`src/rtl/tcache_pkg.sv`:
```
// Shared types and default widths for the set-associative texture line cache.
package tcache_pkg;

  localparam int unsigned TC_LINE_W = 256;
  localparam int unsigned TC_ADDR_W = 39;

  typedef enum logic [1:0] {
    S_IDLE  = 2'd0,
    S_REQ   = 2'd1,
    S_WAIT  = 2'd2,
    S_DRAIN = 2'd3
  } tc_state_e;

endpackage

```
`src/rtl/texture_cache_way.sv`:
```
// One way of the texture cache: per-set valid bit, tag and line data.
// Writes land on the clock edge; the lookup port is combinational.
module texture_cache_way
  import tcache_pkg::*;
#(
  parameter int unsigned LINE_W   = TC_LINE_W,
  parameter int unsigned ADDR_W   = TC_ADDR_W,
  parameter int unsigned SETS_LOG = 2
) (
  input  logic                         clk,
  input  logic                         rst,
  input  logic                         flush,
  input  logic                         wr_en,
  input  logic [SETS_LOG-1:0]          wr_set,
  input  logic [ADDR_W-SETS_LOG-1:0]   wr_tag,
  input  logic [LINE_W-1:0]            wr_data,
  input  logic [SETS_LOG-1:0]          rd_set,
  input  logic [ADDR_W-SETS_LOG-1:0]   rd_tag,
  output logic                         rd_match_c,
  output logic [LINE_W-1:0]            rd_data_c
);

  localparam int unsigned SETS  = 1 << SETS_LOG;
  localparam int unsigned TAG_W = ADDR_W - SETS_LOG;

  logic              valid_q [SETS];
  logic [TAG_W-1:0]  tag_q   [SETS];
  logic [LINE_W-1:0] data_q  [SETS];

  // Valid bits: flush wins over a write on the same edge.
  always_ff @(posedge clk or posedge rst) begin
    if (rst) begin
      for (int unsigned s = 0; s < SETS; s++) valid_q[s] <= 1'b0;
    end else if (flush) begin
      for (int unsigned s = 0; s < SETS; s++) valid_q[s] <= 1'b0;
    end else if (wr_en) begin
      valid_q[wr_set] <= 1'b1;
    end
  end

  // Tag and data storage; contents are meaningless until the valid bit is set.
  always_ff @(posedge clk) begin
    if (wr_en) begin
      tag_q[wr_set]  <= wr_tag;
      data_q[wr_set] <= wr_data;
    end
  end

  assign rd_match_c = valid_q[rd_set] && (tag_q[rd_set] == rd_tag);
  assign rd_data_c  = data_q[rd_set];

endmodule

```
`src/rtl/texture_cache_assoc.sv`:
```
// Set-associative texture line cache with round-robin replacement, a
// registered one-cycle hit path and a single outstanding L2 miss.
// Optional hit/miss counters are built when TCACHE_STATS_EN is defined.
module texture_cache_assoc
  import tcache_pkg::*;
#(
  parameter int unsigned LINE_W   = TC_LINE_W,
  parameter int unsigned ADDR_W   = TC_ADDR_W,
  parameter int unsigned SETS_LOG = 2,
  parameter int unsigned WAYS     = 2
) (
  input  logic              clk,
  input  logic              rst,
  input  logic              except,
  input  logic              read_clkEn,
  input  logic [ADDR_W-1:0] read_addr,
  output logic              read_ready,
  output logic              read_valid,
  output logic              read_hit,
  output logic [LINE_W-1:0] read_data,
  output logic              mem_req,
  output logic [ADDR_W-1:0] mem_addr,
  input  logic              mem_ack,
  input  logic              mem_rdy,
  input  logic [LINE_W-1:0] mem_data
`ifdef TCACHE_STATS_EN
  ,
  output logic [31:0]       stat_hits,
  output logic [31:0]       stat_misses
`endif
);

  localparam int unsigned SETS  = 1 << SETS_LOG;
  localparam int unsigned VP_W  = (WAYS > 1) ? $clog2(WAYS) : 1;
  localparam int unsigned TAG_W = ADDR_W - SETS_LOG;

  tc_state_e         state_q;
  tc_state_e         state_nxt;

  logic              accept;
  logic              hit_any;
  logic              hit_rsp;
  logic              miss_start;
  logic              fill_we;

  logic [SETS_LOG-1:0] rd_set;
  logic [SETS_LOG-1:0] fill_set;
  logic [TAG_W-1:0]    rd_tag;
  logic [TAG_W-1:0]    fill_tag;

  logic [WAYS-1:0]   way_match;
  logic [WAYS-1:0]   way_we;
  logic [LINE_W-1:0] way_data [WAYS];
  logic [LINE_W-1:0] hit_data;

  logic [VP_W-1:0]   victim_q [SETS];
  logic [VP_W-1:0]   fill_victim;

  assign rd_set      = read_addr[SETS_LOG-1:0];
  assign rd_tag      = read_addr[ADDR_W-1:SETS_LOG];
  assign fill_set    = mem_addr[SETS_LOG-1:0];
  assign fill_tag    = mem_addr[ADDR_W-1:SETS_LOG];
  assign fill_victim = victim_q[fill_set];

  assign accept  = read_clkEn & read_ready & ~except;
  assign hit_any = |way_match;

  // Way array; only the way selected by the set's victim pointer takes a fill.
  for (genvar w = 0; w < WAYS; w++) begin : g_way
    assign way_we[w] = fill_we && (fill_victim == VP_W'(w));

    texture_cache_way #(
      .LINE_W   (LINE_W),
      .ADDR_W   (ADDR_W),
      .SETS_LOG (SETS_LOG)
    ) u_way (
      .clk        (clk),
      .rst        (rst),
      .flush      (except),
      .wr_en      (way_we[w]),
      .wr_set     (fill_set),
      .wr_tag     (fill_tag),
      .wr_data    (mem_data),
      .rd_set     (rd_set),
      .rd_tag     (rd_tag),
      .rd_match_c (way_match[w]),
      .rd_data_c  (way_data[w])
    );
  end

  // Hit data select; at most one way matches, so an OR of gated ways suffices.
  always_comb begin
    hit_data = '0;
    for (int unsigned w = 0; w < WAYS; w++) begin
      if (way_match[w]) hit_data = hit_data | way_data[w];
    end
  end

  // State register plus the state-decoded handshake outputs.
  always_ff @(posedge clk or posedge rst) begin
    if (rst) begin
      state_q    <= S_IDLE;
      read_ready <= 1'b1;
      mem_req    <= 1'b0;
    end else begin
      state_q    <= state_nxt;
      read_ready <= (state_nxt == S_IDLE);
      mem_req    <= (state_nxt == S_REQ);
    end
  end

  // Next-state logic; data already returned alongside except ends the miss.
  always_comb begin
    state_nxt = state_q;
    case (state_q)
      S_IDLE: begin
        if (accept && !hit_any) state_nxt = S_REQ;
      end
      S_REQ: begin
        if (mem_ack && mem_rdy)  state_nxt = S_IDLE;
        else if (mem_ack)        state_nxt = except ? S_DRAIN : S_WAIT;
        else if (except)         state_nxt = S_IDLE;
      end
      S_WAIT: begin
        if (mem_rdy)             state_nxt = S_IDLE;
        else if (except)         state_nxt = S_DRAIN;
      end
      S_DRAIN: begin
        if (mem_rdy)             state_nxt = S_IDLE;
      end
      default: state_nxt = S_IDLE;
    endcase
  end

  // Per-cycle actions: hit response, miss launch and fill write.
  always_comb begin
    hit_rsp    = 1'b0;
    miss_start = 1'b0;
    fill_we    = 1'b0;
    case (state_q)
      S_IDLE: begin
        hit_rsp    = accept & hit_any;
        miss_start = accept & ~hit_any;
      end
      S_REQ:   fill_we = mem_ack & mem_rdy & ~except;
      S_WAIT:  fill_we = mem_rdy & ~except;
      default: ;
    endcase
  end

  // Miss address latch; held stable for the whole REQ phase.
  always_ff @(posedge clk or posedge rst) begin
    if (rst)             mem_addr <= '0;
    else if (miss_start) mem_addr <= read_addr;
  end

  // Round-robin victim pointers; advance only on an actual fill.
  always_ff @(posedge clk or posedge rst) begin
    if (rst) begin
      for (int unsigned s = 0; s < SETS; s++) victim_q[s] <= '0;
    end else if (fill_we && (WAYS > 1)) begin
      victim_q[fill_set] <= fill_victim + VP_W'(1);
    end
  end

  // Registered response: hit data or the fill data passed straight through.
  always_ff @(posedge clk or posedge rst) begin
    if (rst) begin
      read_valid <= 1'b0;
      read_hit   <= 1'b0;
      read_data  <= '0;
    end else begin
      read_valid <= hit_rsp | fill_we;
      read_hit   <= hit_rsp;
      if (hit_rsp)      read_data <= hit_data;
      else if (fill_we) read_data <= mem_data;
    end
  end

`ifdef TCACHE_STATS_EN
  // Saturating hit/miss counters; only reset clears them.
  always_ff @(posedge clk or posedge rst) begin
    if (rst) begin
      stat_hits   <= 32'd0;
      stat_misses <= 32'd0;
    end else begin
      if (hit_rsp && (stat_hits != 32'hFFFF_FFFF))      stat_hits   <= stat_hits + 32'd1;
      if (miss_start && (stat_misses != 32'hFFFF_FFFF)) stat_misses <= stat_misses + 32'd1;
    end
  end
`endif

endmodule
```
`config.mk`:
```
export PLATFORM = sky130hd
export DESIGN_NAME = texture_cache_assoc
export DESIGN_NICKNAME = d
export VERILOG_FILES = /design/src/rtl/tcache_pkg.sv /design/src/rtl/texture_cache_way.sv /design/src/rtl/texture_cache_assoc.sv
export SDC_FILE = /design/constraint.sdc
export NUM_CORES = 2
export LEC_CHECK = 0
export ABC_CLOCK_PERIOD_IN_PS = 28200
export CORE_MARGIN = 4
export CORE_UTILIZATION = 40
export CTS_CLUSTER_DIAMETER = 40
export DETAILED_ROUTE_END_ITERATION = 7
export HOLD_SLACK_MARGIN = 0.02
export PLACE_DENSITY = 0.63
export SYNTH_ARGS = -nofsm -noshare
export SYNTH_HDL_FRONTEND = slang
export SYNTH_SLANG_ARGS = --single-unit
export TNS_END_PERCENT = 5
```
`constraint.sdc`:
```
create_clock -name clk -period 28.2 [get_ports clk]
set_clock_uncertainty 0.05 [all_clocks]
set_input_delay 5.64 -clock clk [delete_from_list [all_inputs] [get_ports clk]]
set_output_delay 5.64 -clock clk [all_outputs]
set_load 0.05 [all_outputs]
```
==> summary.txt <==
GRT Total Usage = 18.8%
worst setup path category = in -> reg
number of fillers in the final layout = 19949
die area = 260000 µm²
number of design rule violations left after detail routing = 0
cell area reported after detailed placement = 110000 µm²
share of post-route cells with drive strength above 1 = 22.8%
Core Footprint = 250000 µm²
CP Max Fanout = 77
Rel. slew slack = 18.0%
share of async-settable or async-resettable flops after synthesis = 11.8%
proportion of total power due to net switching = 28.6%
unrepaired setup endpoints after global routing = no
Clock Latency Late Sink = 0.93 ns
number of flops mapped to enable cells by yosys = 2344
htree depth = 5
main area contributors after synthesis = sky130_fd_sc_hd__edfxtp_1 (70%), sky130_fd_sc_hd__mux4_2 (13%), sky130_fd_sc_hd__dfrtp_1 (7.8%)
number of port buffers = 599
first-pass GRT wire length = 363000 µm
final antenna-violating net count = 0
cell taking the most area after synthesis = sky130_fd_sc_hd__edfxtp_1
Crit. End Element = flop
number of rows in the core area = 183
Num Clock Sinks = 2657
Sw Pwr = 3.25 mW
CTS Hold Bufs = 0
number of CTS-inserted buffers = 363
clock tree from TritonCTS = built
average cell area after synthesis = 21.9 µm²
area of the mapped netlist = 101000 µm²
Leak Pwr = 40.1 nW
Max-Cap Viols = 0
post-synthesis net count = 4902
number of top-level design ports = 600
number of hold violations in the final report = 0
kind of start point of the critical path = input pin
count of mapped cells out of synthesis = 4596
Final WS setup = 16.01 ns
maximum vdd ir drop = 0.102 mV
Final Max Tran Viols = 0
post-route cell area = 123000 µm²
largest net degree at the start of global routing = 134
Detailed Place HPWL = 135000 µm
post-CTS clock slew at the launch and capture registers of the worst setup and hold paths = 0.06 ns
power density over the cells = 92.7 nW/µm²
Fin Setup TNS = 0 ns
portion of the clock cycle consumed by the worst path in the final layout = 43.2%
post-layout util = 49.2%
Post-layout nets = 5700
WL final = 246000 µm
Yosys reg bits = 2657
relative contribution of sequential cells to total power = 43.3%
Pre-antenna DRT Iters = 5
yosys synthesis warning count = 0
initial cell density of the core = 40.3%
Iter 0 DRT Violations = 4578
Area Growth Syn to Fin = 22.1%
number of global-route vias before repair = 53267
tightest hold margin = 0.436 ns
Slew @ Worst Pin = 1.23 ns
relative contribution of combinational cells to total power = 16.4%
area share of the largest cell type after synthesis = 69.9%
number of buffers between clock root and the deepest sink = 4
wire per inst = 27.3 µm
data arrival at the endpoint of the critical path = 12.86 ns
status = finished, final reports clean
main flop type after synthesis = sky130_fd_sc_hd__edfxtp_1
CTS Root Buffer Type = sky130_fd_sc_hd__clkbuf_16
Setup-failing EPs final = 0
worst hold path class = reg -> reg
vias per std cell = 5.59
pre-CTS worst setup slack = 14.97 ns
number of unique standard cell types used by synthesis = 60
overall overflow remaining after global route = 0
die outline width = 510 µm
Chip Height = 510 µm
Final min period = 12.19 ns
buffer count from post-CTS setup fixing = 0
last weighted congestion value of the routability-driven placer = 0.814
design internal power = 8.14 mW
FMAX = 82.0 MHz
Data required, critical path = 28.87 ns
sequential element share of the synthesized area = 77.7%
number of vias in the routed layout = 50453
initial antenna violation count = 41
CTS resizes = 0
part of the power in the clock network = 40.3%
-- power groups by stage --
stage	logic, mW	registers [mW]	clock network (mW)
3_5_place_dp	1.89	5.00	0
4_1_cts	1.89	4.93	4.68
2_1_floorplan	0.446	5.64	0
3_3_place_gp	1.87	4.99	0
5_1_grt	1.97	4.96	4.86
6_report	1.87	4.93	4.59
-- registers in the layout, indices dropped and copies added (netlist names) --
| register | count |
|---|---|
| read_ready | 1 |
| g_way.u_way.data_q | 2048 |
| victim_q | 4 |
| mem_addr | 39 |
| mem_req | 1 |
| g_way.u_way.valid_q | 8 |
| read_hit | 1 |
| read_data | 256 |
| read_valid | 1 |
| g_way.u_way.tag_q | 296 |
| state_q | 2 |
-- placed cells by master, fill, tap and decap left out, types with 5 or more instances in the layout --
cell	count
sky130_fd_sc_hd__ha_1	5
sky130_fd_sc_hd__mux4_2	566
sky130_fd_sc_hd__xnor2_1	68
sky130_fd_sc_hd__buf_12	10
sky130_fd_sc_hd__nand3_1	8
sky130_fd_sc_hd__clkbuf_1	52
sky130_fd_sc_hd__clkinv_2	30
sky130_fd_sc_hd__mux2_2	36
sky130_fd_sc_hd__clkinvlp_4	40
sky130_fd_sc_hd__dfrtp_1	312
sky130_fd_sc_hd__and3_1	5
sky130_fd_sc_hd__mux2_1	10
sky130_fd_sc_hd__o21ai_0	22
sky130_fd_sc_hd__diode_2	14
sky130_fd_sc_hd__nor2_1	22
sky130_fd_sc_hd__clkbuf_16	370
sky130_fd_sc_hd__buf_4	79
sky130_fd_sc_hd__nand4_1	25
sky130_fd_sc_hd__edfxtp_1	2344
sky130_fd_sc_hd__o21ai_1	242
sky130_fd_sc_hd__inv_6	29
sky130_fd_sc_hd__nor4_1	5
sky130_fd_sc_hd__clkbuf_8	17
sky130_fd_sc_hd__nand2_1	20
sky130_fd_sc_hd__nor3_1	10
sky130_fd_sc_hd__a22oi_1	263
sky130_fd_sc_hd__inv_1	8
sky130_fd_sc_hd__a21oi_1	6
sky130_fd_sc_hd__bufinv_16	42
sky130_fd_sc_hd__clkdlybuf4s50_1	597
sky130_fd_sc_hd__mux2i_1	296
sky130_fd_sc_hd__inv_8	13
sky130_fd_sc_hd__xor2_1	5
sky130_fd_sc_hd__clkinv_1	18
sky130_fd_sc_hd__clkinv_4	42
-- per-layer routing --
metal | vias up | track usage [%] | share of wire [%]
met5 | - | 0 | 0.12
met4 | 48 | 5.91 | 3.0
met3 | 500 | 4.58 | 7.8
met2 | 1877 | 30.1 | 48
met1 | 27020 | 25.5 | 41
li1 | 21008 | - | -
-- critical path, cell delays in order --
cell and delay (ns):
sky130_fd_sc_hd__buf_8 0.64, sky130_fd_sc_hd__buf_4 0.86, sky130_fd_sc_hd__mux4_2 0.62, sky130_fd_sc_hd__xnor2_1 0.22, sky130_fd_sc_hd__and4_1 0.22, sky130_fd_sc_hd__nand4_1 0.06
sky130_fd_sc_hd__or4_1 0.62, sky130_fd_sc_hd__nor3_4 0.19, sky130_fd_sc_hd__buf_4 0.89, sky130_fd_sc_hd__or2_4 0.96, sky130_fd_sc_hd__buf_4 0.76, sky130_fd_sc_hd__buf_4 0.65
sky130_fd_sc_hd__o21ai_0 0.20
-- final cells by class --
class | instances | area, µm² | area share [%]
Clock inverter | 219 | 2660 | 2.16
Antenna cell | 14 | 35.0 | 0.0285
Multi-Input combinational cell | 1674 | 21300 | 17.3
Sequential cell | 2657 | 78200 | 63.7
Timing Repair Buffer | 688 | 6800 | 5.53
Tap cell | 3330 | 4170 | 3.39
Clock buffer | 439 | 9690 | 7.89
Inverter | 10 | 45.0 | 0.0367
-- cell usage after synthesis, types with 3 or more instances --
cell	number
sky130_fd_sc_hd__o22ai_1	4
sky130_fd_sc_hd__o21ai_1	242
sky130_fd_sc_hd__buf_1	41
sky130_fd_sc_hd__nand3_1	8
sky130_fd_sc_hd__buf_12	3
sky130_fd_sc_hd__nand2b_1	3
sky130_fd_sc_hd__buf_4	15
sky130_fd_sc_hd__mux2i_1	296
sky130_fd_sc_hd__edfxtp_1	2344
sky130_fd_sc_hd__nor2_1	26
sky130_fd_sc_hd__nand4_1	25
sky130_fd_sc_hd__and3_1	6
sky130_fd_sc_hd__mux2_1	10
sky130_fd_sc_hd__nor4_1	6
sky130_fd_sc_hd__a22oi_1	263
sky130_fd_sc_hd__xor2_1	5
sky130_fd_sc_hd__mux4_2	566
sky130_fd_sc_hd__buf_6	6
sky130_fd_sc_hd__a311oi_1	4
sky130_fd_sc_hd__nor3_1	12
sky130_fd_sc_hd__mux2_2	36
sky130_fd_sc_hd__o21a_1	4
sky130_fd_sc_hd__ha_1	5
sky130_fd_sc_hd__o221ai_1	4
sky130_fd_sc_hd__o21ai_0	22
sky130_fd_sc_hd__inv_1	9
sky130_fd_sc_hd__a21oi_1	6
sky130_fd_sc_hd__clkbuf_1	102
sky130_fd_sc_hd__nand2_1	20
sky130_fd_sc_hd__buf_2	87
sky130_fd_sc_hd__xnor2_1	68
sky130_fd_sc_hd__dfrtp_1	312
-- metrics by stage --
step | power (mW) | cells
final | 11.4 | 9031
after CTS | 11.5 | 9017
after global placement | 6.87 | 8359
after floorplan | 6.09 | 4596
after global routing | 11.8 | 9018
after detailed placement | 6.89 | 8359
-- final timing paths --
check,from,end,slack (ns),cells after the start
max,read_addr[0],read_data[44]$_DFFE_PP0P_,16.01,13
min,g_way[1].u_way.valid_q[3]$_DFFE_PP0P_,g_way[1].u_way.valid_q[3]$_DFFE_PP0P_,0.44,1
max reg2reg,g_way[0].u_way.tag_q[0][6]$_DFFE_PP_,read_data[44]$_DFFE_PP0P_,22.11,11
min reg2reg,g_way[1].u_way.valid_q[3]$_DFFE_PP0P_,g_way[1].u_way.valid_q[3]$_DFFE_PP0P_,0.44,1
max in group asynchronous,rst,read_data[41]$_DFFE_PP0P_,20.76,4
min in group asynchronous,rst,read_data[214]$_DFFE_PP0P_,5.16,2
-- logic make-up after synthesis --
logic type / count (synthesis) / synth area share (%)
compound gates: 565 / 3.56
xor+xnor: 73 / 0.635
fa+ha+maj: 5 / 0.0621
buf+inv: 265 / 1.26
flops: 2657 / 77.7
mux: 908 / 16.1
simple gates: 123 / 0.651
(Power assumes the default switching activity.)
